`src/rtl/wb_port_arbiter_pkg.sv`:
```
// Shared types for the regfile write-port arbiter.
// WB_ARB_PERF_EN (default off) enables perf counters in wb_port_arbiter.
package wb_port_arbiter_pkg;

   localparam int WB_REQ_WID = 69;

   typedef enum logic [1:0] {
      GNT_NONE = 2'd0,
      GNT_PIPE = 2'd1,
      GNT_LL   = 2'd2
   } gnt_e;

   typedef struct packed {
      logic [31:0] pc;
      logic [4:0]  dest;
      logic [31:0] wdata;
   } wb_req_t;

   function automatic wb_req_t mk_req(
      input logic [31:0] pc,
      input logic [4:0]  dest,
      input logic [31:0] wdata
   );
      wb_req_t r;
      r.pc    = pc;
      r.dest  = dest;
      r.wdata = wdata;
      return r;
   endfunction

   function automatic logic [31:0] sat_inc(input logic [31:0] v);
      return (v == '1) ? v : v + 32'd1;
   endfunction

endpackage

```
`src/rtl/wb_port_arbiter_if.sv`:
```
// Requester handshakes, regfile write bus and debug trace of the arbiter.
interface wb_port_arbiter_if;

   logic        pipe_valid;
   logic        pipe_ready;
   logic [4:0]  pipe_dest;
   logic [31:0] pipe_wdata;
   logic [31:0] pipe_pc;

   logic        ll_valid;
   logic        ll_ready;
   logic [4:0]  ll_dest;
   logic [31:0] ll_wdata;
   logic [31:0] ll_pc;
   logic        ll_pending;

   logic        rf_we;
   logic [4:0]  rf_waddr;
   logic [31:0] rf_wdata;

   logic [31:0] debug_wb_pc;
   logic [3:0]  debug_wb_rf_we;
   logic [4:0]  debug_wb_rf_wnum;
   logic [31:0] debug_wb_rf_wdata;

   modport slave (
      input  pipe_valid, pipe_dest, pipe_wdata, pipe_pc,
      input  ll_valid, ll_dest, ll_wdata, ll_pc,
      output pipe_ready, ll_ready, ll_pending,
      output rf_we, rf_waddr, rf_wdata,
      output debug_wb_pc, debug_wb_rf_we,
      output debug_wb_rf_wnum, debug_wb_rf_wdata
   );

   modport master (
      output pipe_valid, pipe_dest, pipe_wdata, pipe_pc,
      output ll_valid, ll_dest, ll_wdata, ll_pc,
      input  pipe_ready, ll_ready, ll_pending,
      input  rf_we, rf_waddr, rf_wdata,
      input  debug_wb_pc, debug_wb_rf_we,
      input  debug_wb_rf_wnum, debug_wb_rf_wdata
   );

endinterface

```
`src/rtl/wb_sync_fifo.sv`:
```
// Synchronous FIFO: valid/ready push, pop on grant, occupancy count.
module wb_sync_fifo #(
   parameter int WIDTH = 8,
   parameter int DEPTH = 2
) (
   input  logic                   clk,
   input  logic                   rst,
   input  logic                   push_valid,
   output logic                   push_ready,
   input  logic [WIDTH-1:0]       push_data,
   input  logic                   pop,
   output logic [WIDTH-1:0]       pop_data,
   output logic [$clog2(DEPTH):0] count
);

   localparam int PW = $clog2(DEPTH);

   logic [WIDTH-1:0] mem [DEPTH];
   logic [PW-1:0]    wr_ptr;
   logic [PW-1:0]    rd_ptr;
   logic             do_push;
   logic             do_pop;

   // ready comes from the current count only: a same-cycle pop never
   // opens a slot for a push
   assign push_ready = (count != (PW+1)'(DEPTH));
   assign do_push    = push_valid && push_ready;
   assign do_pop     = pop && (count != '0);
   assign pop_data   = mem[rd_ptr];

   always_ff @(posedge clk) begin
      if (rst) begin
         wr_ptr <= '0;
         rd_ptr <= '0;
         count  <= '0;
      end else begin
         if (do_push)
            wr_ptr <= wr_ptr + PW'(1);
         if (do_pop)
            rd_ptr <= rd_ptr + PW'(1);
         count <= count + (PW+1)'(do_push)
                        - (PW+1)'(do_pop);
      end
   end

   always_ff @(posedge clk) begin
      if (do_push)
         mem[wr_ptr] <= push_data;
   end

endmodule

```
`src/rtl/wb_port_arbiter.sv`:
```
// Regfile write-port arbiter: pipeline writeback vs buffered mul/div results.
// Define WB_ARB_PERF_EN to add saturating hold/full/LL-write counters.
module wb_port_arbiter
   import wb_port_arbiter_pkg::*;
#(
   parameter int LL_DEPTH     = 2,
   parameter int STARVE_LIMIT = 4
) (
   input  logic               clk,
   input  logic               rst,
`ifdef WB_ARB_PERF_EN
   output logic [31:0]        perf_hold_cnt,
   output logic [31:0]        perf_llfull_cnt,
   output logic [31:0]        perf_ll_wr_cnt,
`endif
   wb_port_arbiter_if.slave   bus
);

   localparam int CW = $clog2(LL_DEPTH) + 1;
   localparam int SW = $clog2(STARVE_LIMIT + 1);

   wb_req_t       pipe_req;
   wb_req_t       ll_req;
   wb_req_t       ll_head;
   wb_req_t       gnt_req;
   logic [CW-1:0] ll_cnt;
   logic          ll_pending;
   logic          ll_ready;
   logic          ll_pop;
   logic          hold;
   logic          hold_d;
   logic [SW-1:0] starve_cnt;
   logic [SW-1:0] starve_d;
   gnt_e          gnt;

   assign pipe_req   = mk_req(bus.pipe_pc, bus.pipe_dest, bus.pipe_wdata);
   assign ll_req     = mk_req(bus.ll_pc, bus.ll_dest, bus.ll_wdata);
   assign ll_pending = (ll_cnt != '0);
   assign ll_pop     = (gnt == GNT_LL);

   wb_sync_fifo #(
      .WIDTH (WB_REQ_WID),
      .DEPTH (LL_DEPTH)
   ) u_ll_fifo (
      .clk        (clk),
      .rst        (rst),
      .push_valid (bus.ll_valid),
      .push_ready (ll_ready),
      .push_data  (ll_req),
      .pop        (ll_pop),
      .pop_data   (ll_head),
      .count      (ll_cnt)
   );

   always_comb begin
      gnt = GNT_NONE;
      if (hold && ll_pending)
         gnt = GNT_LL;
      else if (bus.pipe_valid && !hold)
         gnt = GNT_PIPE;
      else if (ll_pending)
         gnt = GNT_LL;
   end

   assign gnt_req = (gnt == GNT_PIPE) ? pipe_req : ll_head;

   // count consecutive losses of a waiting LL head; hitting the limit
   // stalls the pipeline for the following cycle
   always_comb begin
      starve_d = starve_cnt;
      if (gnt == GNT_LL || !ll_pending)
         starve_d = '0;
      else if (gnt == GNT_PIPE)
         starve_d = starve_cnt + SW'(1);
   end

   assign hold_d = (starve_d == SW'(STARVE_LIMIT));

   always_ff @(posedge clk) begin
      if (rst) begin
         hold            <= 1'b0;
         starve_cnt      <= '0;
         bus.rf_we       <= 1'b0;
         bus.rf_waddr    <= '0;
         bus.rf_wdata    <= '0;
         bus.debug_wb_pc <= '0;
      end else begin
         hold       <= hold_d;
         starve_cnt <= starve_d;
         bus.rf_we  <= (gnt != GNT_NONE) && (gnt_req.dest != 5'd0);
         if (gnt != GNT_NONE) begin
            bus.rf_waddr    <= gnt_req.dest;
            bus.rf_wdata    <= gnt_req.wdata;
            bus.debug_wb_pc <= gnt_req.pc;
         end
      end
   end

   assign bus.pipe_ready        = !hold;
   assign bus.ll_ready          = ll_ready;
   assign bus.ll_pending        = ll_pending;
   assign bus.debug_wb_rf_we    = {4{bus.rf_we}};
   assign bus.debug_wb_rf_wnum  = bus.rf_waddr;
   assign bus.debug_wb_rf_wdata = bus.rf_wdata;

`ifdef WB_ARB_PERF_EN
   always_ff @(posedge clk) begin
      if (rst) begin
         perf_hold_cnt   <= '0;
         perf_llfull_cnt <= '0;
         perf_ll_wr_cnt  <= '0;
      end else begin
         if (hold)
            perf_hold_cnt <= sat_inc(perf_hold_cnt);
         if (bus.ll_valid && !ll_ready)
            perf_llfull_cnt <= sat_inc(perf_llfull_cnt);
         if (gnt == GNT_LL)
            perf_ll_wr_cnt <= sat_inc(perf_ll_wr_cnt);
      end
   end
`endif

endmodule
```
`src/flat_wrapper.sv`:
```
// flat-port wrapper written by rule: the top's interface ports become plain ports
module wb_port_arbiter_flat import wb_port_arbiter_pkg::*;
#(
   parameter int LL_DEPTH     = 2,
   parameter int STARVE_LIMIT = 4
)
  (clk, rst, bus_pipe_valid, bus_pipe_dest, bus_pipe_wdata, bus_pipe_pc, bus_ll_valid, bus_ll_dest, bus_ll_wdata, bus_ll_pc, bus_pipe_ready, bus_ll_ready, bus_ll_pending, bus_rf_we, bus_rf_waddr, bus_rf_wdata, bus_debug_wb_pc, bus_debug_wb_rf_we, bus_debug_wb_rf_wnum, bus_debug_wb_rf_wdata);
  wb_port_arbiter_if bus_i ();
  input  logic clk;
  input  logic rst;
  input wire logic [$bits(bus_i.pipe_valid)-1:0] bus_pipe_valid;
  input wire logic [$bits(bus_i.pipe_dest)-1:0] bus_pipe_dest;
  input wire logic [$bits(bus_i.pipe_wdata)-1:0] bus_pipe_wdata;
  input wire logic [$bits(bus_i.pipe_pc)-1:0] bus_pipe_pc;
  input wire logic [$bits(bus_i.ll_valid)-1:0] bus_ll_valid;
  input wire logic [$bits(bus_i.ll_dest)-1:0] bus_ll_dest;
  input wire logic [$bits(bus_i.ll_wdata)-1:0] bus_ll_wdata;
  input wire logic [$bits(bus_i.ll_pc)-1:0] bus_ll_pc;
  output wire logic [$bits(bus_i.pipe_ready)-1:0] bus_pipe_ready;
  output wire logic [$bits(bus_i.ll_ready)-1:0] bus_ll_ready;
  output wire logic [$bits(bus_i.ll_pending)-1:0] bus_ll_pending;
  output wire logic [$bits(bus_i.rf_we)-1:0] bus_rf_we;
  output wire logic [$bits(bus_i.rf_waddr)-1:0] bus_rf_waddr;
  output wire logic [$bits(bus_i.rf_wdata)-1:0] bus_rf_wdata;
  output wire logic [$bits(bus_i.debug_wb_pc)-1:0] bus_debug_wb_pc;
  output wire logic [$bits(bus_i.debug_wb_rf_we)-1:0] bus_debug_wb_rf_we;
  output wire logic [$bits(bus_i.debug_wb_rf_wnum)-1:0] bus_debug_wb_rf_wnum;
  output wire logic [$bits(bus_i.debug_wb_rf_wdata)-1:0] bus_debug_wb_rf_wdata;
  assign bus_i.pipe_valid = bus_pipe_valid;
  assign bus_i.pipe_dest = bus_pipe_dest;
  assign bus_i.pipe_wdata = bus_pipe_wdata;
  assign bus_i.pipe_pc = bus_pipe_pc;
  assign bus_i.ll_valid = bus_ll_valid;
  assign bus_i.ll_dest = bus_ll_dest;
  assign bus_i.ll_wdata = bus_ll_wdata;
  assign bus_i.ll_pc = bus_ll_pc;
  assign bus_pipe_ready = bus_i.pipe_ready;
  assign bus_ll_ready = bus_i.ll_ready;
  assign bus_ll_pending = bus_i.ll_pending;
  assign bus_rf_we = bus_i.rf_we;
  assign bus_rf_waddr = bus_i.rf_waddr;
  assign bus_rf_wdata = bus_i.rf_wdata;
  assign bus_debug_wb_pc = bus_i.debug_wb_pc;
  assign bus_debug_wb_rf_we = bus_i.debug_wb_rf_we;
  assign bus_debug_wb_rf_wnum = bus_i.debug_wb_rf_wnum;
  assign bus_debug_wb_rf_wdata = bus_i.debug_wb_rf_wdata;
  wb_port_arbiter #(.LL_DEPTH(LL_DEPTH), .STARVE_LIMIT(STARVE_LIMIT)) u_core (.clk(clk), .rst(rst), .bus(bus_i));
endmodule
```
`config.mk`:
```
export PLATFORM = sky130hd
export DESIGN_NAME = wb_port_arbiter_flat
export DESIGN_NICKNAME = d
export VERILOG_FILES = /design/src/rtl/wb_port_arbiter_pkg.sv /design/src/rtl/wb_port_arbiter_if.sv /design/src/rtl/wb_sync_fifo.sv /design/src/rtl/wb_port_arbiter.sv /design/src/flat_wrapper.sv
export SDC_FILE = /design/constraint.sdc
export NUM_CORES = 1
export LEC_CHECK = 0
export BUFFER_PORTS_ARGS = -buffer_cell sky130_fd_sc_hd__clkbuf_2
export CORE_MARGIN = 10
export CORE_UTILIZATION = 35
export DETAILED_ROUTE_END_ITERATION = 10
export PLACE_DENSITY_LB_ADDON = 0.08
export SYNTH_ARGS = -nofsm -noshare
export SYNTH_HDL_FRONTEND = slang
export SYNTH_SLANG_ARGS = --single-unit
```
`constraint.sdc`:
```
create_clock -name clk -period 8.1 [get_ports clk]
set_input_delay 0.81 -clock clk [delete_from_list [all_inputs] [get_ports clk]]
set_output_delay 0.81 -clock clk [all_outputs]
set_load 0.03 [all_outputs]
```
* After elaboration in Yosys (flattened, before gate mapping)
Memory sizes are Yosys's and may differ from the RTL's. A register that Yosys moved wholly into a read port is not among the register bits.
Index checks and enable logic that the tools add are counted.
** Cells by class
- Add/subtract/negate cells :: 5
- Multipliers :: 0
- Div/mod/pow operators :: 0
- Magnitude comparators :: 0
- Eq/ne operators :: 4
- Shift operators :: 0
- Muxes and demuxes :: 10
- Bitwise operators :: 0
- Reduce and logical (&&, ||, !) cells :: 11
** Operator list (count)
- 2-to-1 mux 69 bit :: 1
- 2-to-1 mux 2 bit :: 3
- 2-to-1 mux 3 bit :: 2
- logical AND 1 bit :: 5
- nonzero test 5 bit :: 1
- 2-to-1 mux 1 bit :: 4
- nonzero test 2 bit :: 2
- adder 3 x 1 -> 3 bit, second input constant :: 1
- equality test 3 bit, second input constant :: 1
- adder 1 bit, second input constant :: 2
- adder 2 x 1 -> 2 bit :: 1
- equality test 2 x 1 -> 1 bit, second input constant :: 1
- equality test 2 bit, second input constant :: 1
- logical NOT 1 bit :: 2
- inequality test 2 bit, second input constant :: 1
- subtractor 2 x 1 -> 2 bit :: 1
- logical OR 1 bit :: 1
** Storage, ports and cells
- Register bits :: 78
- Latch bits :: 0
- Bits in writable memories :: 138
- Bits in read-only memories :: 0
- Input bits :: 142
- Output and inout bits :: 114
- Word-level logic and storage cells :: 40
- Memories :: 1
** Memory list
- u_core.u_ll_fifo.mem :: words 2, width 69, rd ports 1, clocked after memory_dff 1, write ports 1, line wb_sync_fifo.sv:18 : logic [WIDTH-1:0] mem [DEPTH];

* Logic depth before layout (Yosys ltp)
Gate-level depths: netlist of the first run.
- Word-level depth :: 8
- Depth in mapped cells :: 8
- Gate-level depth less buffers :: 8

* Hierarchy
A second synthesis of the first run with hierarchy kept.
** Unflattened totals
- Cell total of the unflattened synthesis :: 698
- Area total of the unflattened synthesis :: 9108.7 um^2
** By module, submodules not included
- wb_sync_fifo :: instances 1, cells an instance 243, area each 5268.8 um^2, sequential area each 4244.1 um^2
- wb_port_arbiter :: instances 1, cells an instance 455, area each 3839.9 um^2, sequential area each 1481.4 um^2

* Worst setup path after synthesis of the first run
No wires, ideal clock.
- Path kind :: input -> register
- Start :: input port bus_ll_valid
- End :: memory u_core.u_ll_fifo.mem[0][0] in the netlist's numbering (enable)
- Setup time :: 497 ps
- Data arrival time :: 3797 ps
- Data required time :: 7603 ps
- Slack :: 3806 ps
- Cell stages on the path :: 2
- Path buffers :: 0
- Cells stage by stage :: nand2_1 > nor2_1
** Between the ends
- Cells in the longest elaborated chain, start to end :: 3
** Ends and longest elaborated chain
- from (decl) :: line flat_wrapper.sv:15 : input wire logic [$bits(bus_i.ll_valid)-1:0] bus_ll_valid;
- logical AND 1 bit :: line wb_sync_fifo.sv:27 : assign do_push = push_valid && push_ready;
- 2-to-1 mux 1 bit :: line wb_sync_fifo.sv:47 : if (do_push)
- 2-to-1 mux 1 bit (implied by the code) :: line wb_sync_fifo.sv:48 : mem[wr_ptr] <= push_data;
- to (decl) :: line wb_sync_fifo.sv:18
No other way between the ends.

==> results.json, run 1 <==
{
  "endpoint_of_the_worst_setup_timing_path": "u_core.bus.rf_we$_SDFF_PP0_",
  "cts.sinks": 217,
  "htree_num_levels": 1,
  "grt_setup_unrepaired": "no",
  "slew_headroom_pct": 32.2,
  "fp.coreArea_um2": 24200,
  "outcome": "completed",
  "cellPowerDensity_nw_per_um2": 335,
  "post-route-period-util_pct": 31.1,
  "layout-drive-gt1-share_pct": 34.4,
  "io_buffer_count": 255,
  "area_growth_syn_to_layout_pct": 23.3,
  "timing.fmax_mhz": 398,
  "dpl.cell_count": 1179,
  "route.detailed.drc": 0,
  "pwr-share-seq_pct": 42.1,
  "cts-buffers-inserted": 25,
  "power.share.clock_pct": 30.5,
  "use_met1_pct": 16.0,
  "synth-edff-count": 138,
  "gp_congestion": 0.730,
  "postSynthRegisterBits": 217,
  "detail_route.vias_per_cell": 4.66,
  "grt_util_met2_pct": 22.2,
  "postPlaceCellArea_um2": 9800,
  "die_width_um": 177,
  "finalHoldViolCount": 0,
  "hold_class": "register to register",
  "nets": 1027,
  "power.internal_mw": 2.37,
  "holdBufCountCts": 0,
  "period_minus_slack_ps": 2520,
  "num_rows": 57,
  "first_pass_grt_wire_length_um": 33200,
  "timing.setup.tns_ps": 0,
  "arrival_time_at_the_worst_endpoint_ps": 2870,
  "final_cells": 1226,
  "grt_util_met3_pct": 4.65,
  "synth_async_sr_flop_share_pct": 0,
  "final-setup-viol-count": 0,
  "max-cap-violations": 0,
  "netSwitchingFraction_pct": 33.3,
  "synth_largest_type_area_fraction_pct": 48.2,
  "post_cts_resized": 0,
  "worstMarginPinSlew_ps": 1020,
  "drt-wirelength-per-cell_um": 17.7,
  "final.setup_skew_ps": 12.2,
  "timing_worst_setup_path_type": "register to register",
  "synth.avg_cell_area_um2": 12.6,
  "post_cts.repair.setup_buffers": 0,
  "vias": 5712,
  "synth_fp_nets": 827,
  "first_iter_violations": 188,
  "initial_core_utilization_pct": 35.5,
  "cts-root-to-sink-buffers": 3,
  "sum_of_routed_wire_length_over_all_layers_um": 21600,
  "timing.hold.ws_ps": 469,
  "power_leakage_nw": 4.19,
  "p_comb_share_pct": 27.4,
  "multi_input_area_um2": 2340,
  "worstReg2RegEnd": "u_core.bus.rf_we$_SDFF_PP0_",
  "worstHoldStart": "u_core.starve_cnt[0]$_SDFF_PP0_",
  "io-pin-count": 256,
  "clkLatencyLatePin_ps": 510,
  "net-switching-power_mw": 1.18,
  "antenna_found_initial": 2,
  "timing.critical_path.required_ps": 8450,
  "synth_top_cell_by_area": "sky130_fd_sc_hd__edfxtp_1",
  "setup.reg_to_reg.worst_slack_ps": 5580,
  "die_height_um": 177,
  "dpl.hpwl_um": 14700,
  "count_of_unique_library_cells_instantiated_by_yosys": 30,
  "drv_slew": 0,
  "cts.root.buffer_cell": "sky130_fd_sc_hd__clkbuf_16",
  "firstDrtPassIters": 5,
  "syn_area_um2": 8600,
  "layout.core_utilization_pct": 43.7,
  "largest_net_degree_at_the_start_of_global_routing": 94,
  "grt_pass1_vias": 6049,
  "ant_nets": 0,
  "num-fill-cells": 2309,
  "dieArea_um2": 31200,
  "grt-busiest-layer": "met2",
  "gr-usage-all-layers_pct": 13.3,
  "clock_pin_slew_on_the_worst_setup_and_hold_paths_ps": 60,
  "synth_ff_type": "sky130_fd_sc_hd__edfxtp_1",
  "grt_overflow": 0,
  "yosysWarnings": 0,
  "syn_inst": 682,
  "worst-path-max-fanout": 42,
  "cp-end-kind": "register",
  "reg2regPathDepth": 5,
  "critical_path.startpoint_type": "register",
  "peakVddDrop_v": 0.000148,
  "ys_seq_area_share_pct": 66.6,
  "tritoncts": "built",
  "layout.cell_area.non_filler_um2": 10600,
  "seqCellArea_um2": 5730,
  "synth.top_cells.by_area": "sky130_fd_sc_hd__edfxtp_1, sky130_fd_sc_hd__dfxtp_1, sky130_fd_sc_hd__mux2i_1"
}
## sequential cells by signal, summed over array words and instances (netlist names), named ones only
register	count
u_core.u_ll_fifo.mem	138
u_core.bus.debug_wb_pc	32
u_core.bus.debug_wb_rf_wdata	32
u_core.bus.debug_wb_rf_wnum	5
u_core.starve_cnt	3
u_core.u_ll_fifo.count	2
u_core.bus.rf_we	1
u_core.hold	1
u_core.u_ll_fifo.rd_ptr	1
u_core.u_ll_fifo.wr_ptr	1
## cell type report
| cell class | count | share of cell area (%) |
|---|---|---|
| inverters | 3 | 0.130 |
| clock buffers | 37 | 6.70 |
| diodes | 2 | 0.0472 |
| repair buffers | 260 | 12.4 |
| flip-flops and latches | 217 | 54.0 |
| multi-input cells | 375 | 22.1 |
| well taps | 324 | 3.82 |
| clock inverters | 8 | 0.814 |
## layout by cell type, fill, tap and decap left out, types with 3 or more instances in the layout
master                      instances
sky130_fd_sc_hd__a21oi_1           69
sky130_fd_sc_hd__buf_4              5
sky130_fd_sc_hd__clkbuf_1           8
sky130_fd_sc_hd__clkbuf_16         25
sky130_fd_sc_hd__clkbuf_2         254
sky130_fd_sc_hd__clkbuf_8           4
sky130_fd_sc_hd__clkinv_1           3
sky130_fd_sc_hd__clkinv_2           3
sky130_fd_sc_hd__dfxtp_1           78
sky130_fd_sc_hd__edfxtp_1         138
sky130_fd_sc_hd__ha_1               3
sky130_fd_sc_hd__mux2_2             4
sky130_fd_sc_hd__mux2_4             3
sky130_fd_sc_hd__mux2i_1           65
sky130_fd_sc_hd__nand2_1          140
sky130_fd_sc_hd__nor2_1             5
sky130_fd_sc_hd__o211ai_1          65
sky130_fd_sc_hd__xnor2_1            3
## worst min path at each step
| stage | depth (start not counted) | slack (ps) | to |
|---|---|---|---|
| 2_1_floorplan | 1 | 420 | u_core.starve_cnt[0]$_SDFF_PP0_ |
| 3_3_place_gp | 1 | 440 | u_core.starve_cnt[0]$_SDFF_PP0_ |
| 3_5_place_dp | 1 | 450 | u_core.starve_cnt[0]$_SDFF_PP0_ |
| 4_1_cts | 1 | 470 | u_core.u_ll_fifo.mem[1][35]$_DFFE_PP_ |
| 5_1_grt | 1 | 470 | u_core.u_ll_fifo.mem[0][26]$_DFFE_PP_ |
| 6_report | 1 | 470 | u_core.starve_cnt[0]$_SDFF_PP0_ |
## power by group through the flow
stage	Combinational [mW]	Sequential [mW]	Clock, mW
floorplan	0.666	1.62	0
global placement	0.990	1.51	0
detailed placement	0.997	1.52	0
CTS	1.00	1.50	1.12
global route	1.06	1.52	1.16
finish	0.971	1.49	1.08
## through the flow
step	worst slack (ps)	total power [mW]
6_report	5580	3.55
3_3_place_gp	5460	2.50
4_1_cts	5510	3.61
5_1_grt	5400	3.74
3_5_place_dp	5400	2.51
2_1_floorplan	3810	2.29
## cell families after synthesis
logic type	synth area share [%]
buf+inv	6.50
flops	66.6
simple gates	7.38
mux	8.75
fa+ha+maj	0.437
compound gates	9.84
xor+xnor	0.509
## synthesized netlist by cell type (3+ instances only)
master                     count
sky130_fd_sc_hd__mux2_4        3
sky130_fd_sc_hd__nor2_1        6
sky130_fd_sc_hd__buf_2        12
sky130_fd_sc_hd__nand2_1     140
sky130_fd_sc_hd__clkbuf_1     24
sky130_fd_sc_hd__dfxtp_1      79
sky130_fd_sc_hd__o211ai_1     65
sky130_fd_sc_hd__edfxtp_1    138
sky130_fd_sc_hd__ha_1          3
sky130_fd_sc_hd__a21oi_1      69
sky130_fd_sc_hd__xnor2_1       3
sky130_fd_sc_hd__mux2i_1      65
sky130_fd_sc_hd__buf_6         6
sky130_fd_sc_hd__buf_4        43
sky130_fd_sc_hd__mux2_2        4
## per-layer routing
layer	vias up	part of all wire, %
li1	2837	-
met1	2661	43
met2	184	47
met3	30	8.5
met4	0	1.7
met5	-	0
## worst max-delay path, stage by stage (launching register included)
cell and delay [ps]:
sky130_fd_sc_hd__dfxtp_4 660, sky130_fd_sc_hd__buf_4 690, sky130_fd_sc_hd__mux2_1 390, sky130_fd_sc_hd__mux2_4 270
sky130_fd_sc_hd__nor4_2 240, sky130_fd_sc_hd__a211oi_1 100
Power figures use the tool's default switching activity.
==> run 2, diff against run 1 <==
clock period = 2.2 ns   (was 8.1 ns; I/O delays follow)
==> results.json, run 2 (same netlist as run 1, synthesis figures left out) <==
{
  "largest_register_ffs": 138,
  "final.setup_skew_ps": 9.91,
  "worst-path-max-fanout": 50,
  "drv_slew": 0,
  "cp_slowest_stage_delay_ps": 430,
  "num_rows": 57,
  "detail_route.vias_per_cell": 4.56,
  "dpl.cell_count": 1188,
  "critical_path.n_buffers_inverters": 2,
  "die_width_um": 177,
  "finalHoldViolCount": 0,
  "fp.coreArea_um2": 24200,
  "clkLatencyLatePin_ps": 500,
  "finalWorstSetupSlack_ps": 192,
  "gp_congestion": 0.742,
  "cts.root.buffer_cell": "sky130_fd_sc_hd__clkbuf_16",
  "cellPowerDensity_nw_per_um2": 1090,
  "cp-end-kind": "output pin",
  "layout.core_utilization_pct": 49.6,
  "clock_pin_slew_on_the_worst_setup_and_hold_paths_ps": 60,
  "vias": 6241,
  "pre_cts_ws_ps": 342,
  "antenna_found_initial": 2,
  "htree_num_levels": 1,
  "initial_core_utilization_pct": 35.5,
  "cp_slowest_cell": "sky130_fd_sc_hd__inv_4",
  "timing_worst_setup_path_type": "register to output pin",
  "first_pass_grt_wire_length_um": 36400,
  "io_buffer_count": 255,
  "largest_net_degree_at_the_start_of_global_routing": 66,
  "sum_of_routed_wire_length_over_all_layers_um": 22900,
  "grt_overflow": 0,
  "design_power_total_mw": 13.1,
  "grt_setup_unrepaired": "no",
  "arrival_time_at_the_worst_endpoint_ps": 1790,
  "max-cap-violations": 0,
  "timing.setup.tns_ps": 0,
  "timing.fmax_mhz": 498,
  "die_height_um": 177,
  "grt_pass1_vias": 6855,
  "post-route-period-util_pct": 91.3,
  "num-fill-cells": 2204,
  "post_cts.repair.setup_buffers": 0,
  "io-pin-count": 256,
  "path_delay_family": "buffers and inverters",
  "slew_headroom_pct": 50.3,
  "cts-buffers-inserted": 24,
  "timing.critical_path.required_ps": 1980,
  "power_leakage_nw": 4.78,
  "outcome": "completed",
  "period_minus_slack_ps": 2010,
  "firstDrtPassIters": 4,
  "largest_register": "u_core.u_ll_fifo.mem",
  "peakVddDrop_v": 0.000549,
  "nets": 1168,
  "tritoncts": "built",
  "dieArea_um2": 31200,
  "final_cells": 1368,
  "layout_common_cells": "sky130_fd_sc_hd__clkbuf_2, sky130_fd_sc_hd__nand2_1, sky130_fd_sc_hd__edfxtp_1",
  "layout-drive-gt1-share_pct": 30.3,
  "area_growth_syn_to_layout_pct": 39.7,
  "cts.sinks": 217,
  "layout_commonest_cell": "sky130_fd_sc_hd__clkbuf_2",
  "drt-wirelength-per-cell_um": 16.7,
  "hold_class": "primary input to register",
  "route.detailed.drc": 0,
  "critical_path.startpoint_type": "register",
  "timing.critical_path.cells": "nor2_2, inv_4, clkbuf_2",
  "worstMarginPinSlew_ps": 745,
  "dpl.hpwl_um": 15600,
  "cts-root-to-sink-buffers": 3,
  "ant_nets": 0,
  "first_iter_violations": 246,
  "final-setup-viol-count": 0,
  "gr-usage-all-layers_pct": 14.3
}
==> run 2: report_power, final <==
group          internal (mW)  total [mW]  switching [mW]
clock network           2.12        3.61            1.49
registers               5.10        5.47           0.368
logic                   1.43        3.97            2.54
==> run 2: timing repair <==
item / in CTS / in global routing
endpoints found under the hold margin: 202 / 0
resized for setup: 0 / 0
hold buffers: 133 / 0
==> run 2: stage by stage <==
stage                     area, um^2  hold WS, ps
after floorplan                 8610          319
after global placement          9970          411
after detailed placement        9970          413
after CTS                      12000         43.5
after global routing           12000         81.9
final                          12000         73.2
==> run 2: path summary, 6_finish.rpt <==
kind,from,to,slack [ps],depth (start not counted)
max,u_core.u_ll_fifo.count[1]$_SDFF_PP0_,bus_ll_pending,190,3
min,bus_pipe_dest[3],u_core.bus.debug_wb_rf_wnum[3]$_SDFFE_PP0P_,70,3
max reg2reg,u_core.u_ll_fifo.count[1]$_SDFF_PP0_,u_core.u_ll_fifo.count[1]$_SDFF_PP0_,360,8
min reg2reg,u_core.starve_cnt[0]$_SDFF_PP0_,u_core.starve_cnt[0]$_SDFF_PP0_,460,1
==> run 2: layout make-up <==
cell class,count,area (um^2),share of cell area [%]
inverter,3,13.8,0.115
clock buffer,38,684,5.70
multi-input combinational,375,2350,19.5
clock inverter,6,26.3,0.219
antenna,3,7.51,0.0625
tap,324,405,3.37
timing repair buffer,402,2800,23.3
sequential,217,5730,47.7
==> run 2: metal layers <==
| metal | track usage (%) | share of wire [%] |
|---|---|---|
| met1 | 17.6 | 44 |
| met2 | 24.1 | 48 |
| met4 | 3.99 | 1.9 |
| met3 | 3.76 | 6.8 |
| met5 | 0 | 0 |
==> run 2: worst min-delay path, delay by kind of cell <==
kind / cells / cell delay [ps]
buffers and inverters: 1 / 80
AO/OA/AOI/OAI: 2 / 230
==> run 3, diff against run 2 <==
PLACE_DENSITY = 0.63   (was default)
PLACE_DENSITY_LB_ADDON = default   (was 0.08)
==> results.json, run 3 (same netlist as run 1, synthesis figures left out) <==
{
  "critical_path.startpoint_type": "register",
  "sum_of_routed_wire_length_over_all_layers_um": 23600,
  "power_leakage_nw": 4.83,
  "io-pin-count": 256,
  "cellPowerDensity_nw_per_um2": 1120,
  "gr-usage-all-layers_pct": 14.6,
  "nets": 1171,
  "layout-drive-gt1-share_pct": 30.9,
  "postPlaceCellArea_um2": 9960,
  "gp_congestion": 0.737,
  "post_cts_resized": 0,
  "grt_pass1_vias": 6944,
  "clock_pin_slew_on_the_worst_setup_and_hold_paths_ps": 50,
  "detail_route.vias_per_cell": 4.68,
  "dpl.hpwl_um": 15000,
  "route.detailed.drc": 0,
  "worstMarginPinSlew_ps": 832,
  "firstDrtPassIters": 4,
  "period_minus_slack_ps": 1750,
  "largest_register": "u_core.u_ll_fifo.mem",
  "finalWorstSetupSlack_ps": 445,
  "largest_net_degree_at_the_start_of_global_routing": 66,
  "cp-end-kind": "output pin",
  "die_height_um": 177,
  "first_pass_grt_wire_length_um": 36900,
  "largest_register_ffs": 138,
  "final-setup-viol-count": 0,
  "outcome": "completed",
  "dpl.cell_count": 1190,
  "finalHoldViolCount": 0,
  "die_width_um": 177,
  "layout.cell_area.non_filler_um2": 12100,
  "vias": 6416,
  "first_iter_violations": 242,
  "antenna_found_initial": 3,
  "num_rows": 57,
  "num-fill-cells": 2150,
  "final_cells": 1371,
  "area_growth_syn_to_layout_pct": 40.9,
  "drv_slew": 0,
  "cts.sinks": 217,
  "pre_cts_ws_ps": 446,
  "seqCellArea_um2": 5730,
  "dieArea_um2": 31200,
  "grt_overflow": 0,
  "peakVddDrop_v": 0.000501,
  "final.setup_skew_ps": 10.0,
  "max-cap-violations": 0,
  "initial_core_utilization_pct": 35.5,
  "cts-root-to-sink-buffers": 3,
  "timing_worst_setup_path_type": "register to output pin",
  "timing.critical_path.required_ps": 1980,
  "layout_common_cells": "sky130_fd_sc_hd__clkbuf_2, sky130_fd_sc_hd__nand2_1, sky130_fd_sc_hd__edfxtp_1",
  "timing.fmax_mhz": 570,
  "slew_headroom_pct": 44.5,
  "multi_input_area_um2": 2350,
  "post-route-period-util_pct": 79.8,
  "htree_num_levels": 1,
  "cts.root.buffer_cell": "sky130_fd_sc_hd__clkbuf_16",
  "drt-wirelength-per-cell_um": 17.2,
  "clkLatencyLatePin_ps": 510,
  "ant_nets": 0,
  "worst-path-max-fanout": 15,
  "tritoncts": "built",
  "layout.core_utilization_pct": 50.0,
  "cts-buffers-inserted": 25,
  "grt_setup_unrepaired": "no",
  "arrival_time_at_the_worst_endpoint_ps": 1530,
  "hold_class": "primary input to register",
  "layout_commonest_cell": "sky130_fd_sc_hd__clkbuf_2",
  "timing.setup.tns_ps": 0,
  "fp.coreArea_um2": 24200,
  "io_buffer_count": 255
}
## run 3: cell count changes in the layout (fill, tap and decap cells not counted), moves of 2 or more
cell | previous run | this run
sky130_fd_sc_hd__buf_12 | 7 | 5
sky130_fd_sc_hd__clkbuf_8 | 1 | 3
sky130_fd_sc_hd__bufinv_16 | 0 | 3
sky130_fd_sc_hd__clkbuf_1 | 12 | 7
sky130_fd_sc_hd__buf_4 | 7 | 11
## run 3: worst max-delay path: stages (launching register included)
cell and delay [ps]:
sky130_fd_sc_hd__dfxtp_1 360, sky130_fd_sc_hd__nor2_2 290, sky130_fd_sc_hd__inv_4 160, sky130_fd_sc_hd__clkbuf_2 220
## run 3: path summary, 6_finish.rpt
| path | from | endpoint | slack [ps] | cells past startpoint |
|---|---|---|---|---|
| max | u_core.u_ll_fifo.count[1]$_SDFF_PP0_ | bus_ll_pending | 450 | 3 |
| max reg2reg | u_core.u_ll_fifo.count[1]$_SDFF_PP0_ | u_core.u_ll_fifo.count[1]$_SDFF_PP0_ | 450 | 8 |
| min reg2reg | u_core.starve_cnt[0]$_SDFF_PP0_ | u_core.starve_cnt[0]$_SDFF_PP0_ | 460 | 1 |
| min | bus_pipe_dest[3] | u_core.bus.debug_wb_rf_wnum[3]$_SDFFE_PP0P_ | 80 | 3 |
## run 3: power breakdown
part / switching, mW / internal (mW)
combinational: 2.57 / 1.42
clock: 1.56 / 2.54
sequential: 0.352 / 5.10
total: 4.48 / 9.06
## run 3: stage by stage
step / total power, mW / hold WS [ps]
2_1_floorplan: 8.41 / 319
3_3_place_gp: 9.33 / 409
3_5_place_dp: 9.37 / 413
4_1_cts: 13.7 / 59.2
5_1_grt: 14.3 / 90.4
6_report: 13.5 / 78.2
## run 3: routing by layer
layer / vias up / GRT usage [%] / wire length [um] / part of all wire, %
li1: 3129 / - / - / -
met1: 3050 / 17.1 / 9600 / 41
met2: 199 / 25.8 / 12000 / 51
met3: 36 / 3.80 / 1540 / 6.5
met4: 2 / 3.99 / 397 / 1.7
met5: - / 0 / 7 / 0.030
## run 3: repair_timing
action,in CTS,in global routing
buffers inserted,0,0
hold buffers,133,0
hold endpoints to repair,202,0
## run 3: area by class of cell
cell class | count | area share [%]
Sequential cell | 217 | 47.3
Timing Repair Buffer | 404 | 23.0
Multi-Input combinational cell | 375 | 19.4
Clock buffer | 35 | 5.72
Tap cell | 324 | 3.35
Clock inverter | 10 | 1.05
Inverter | 3 | 0.114
Antenna cell | 3 | 0.0620
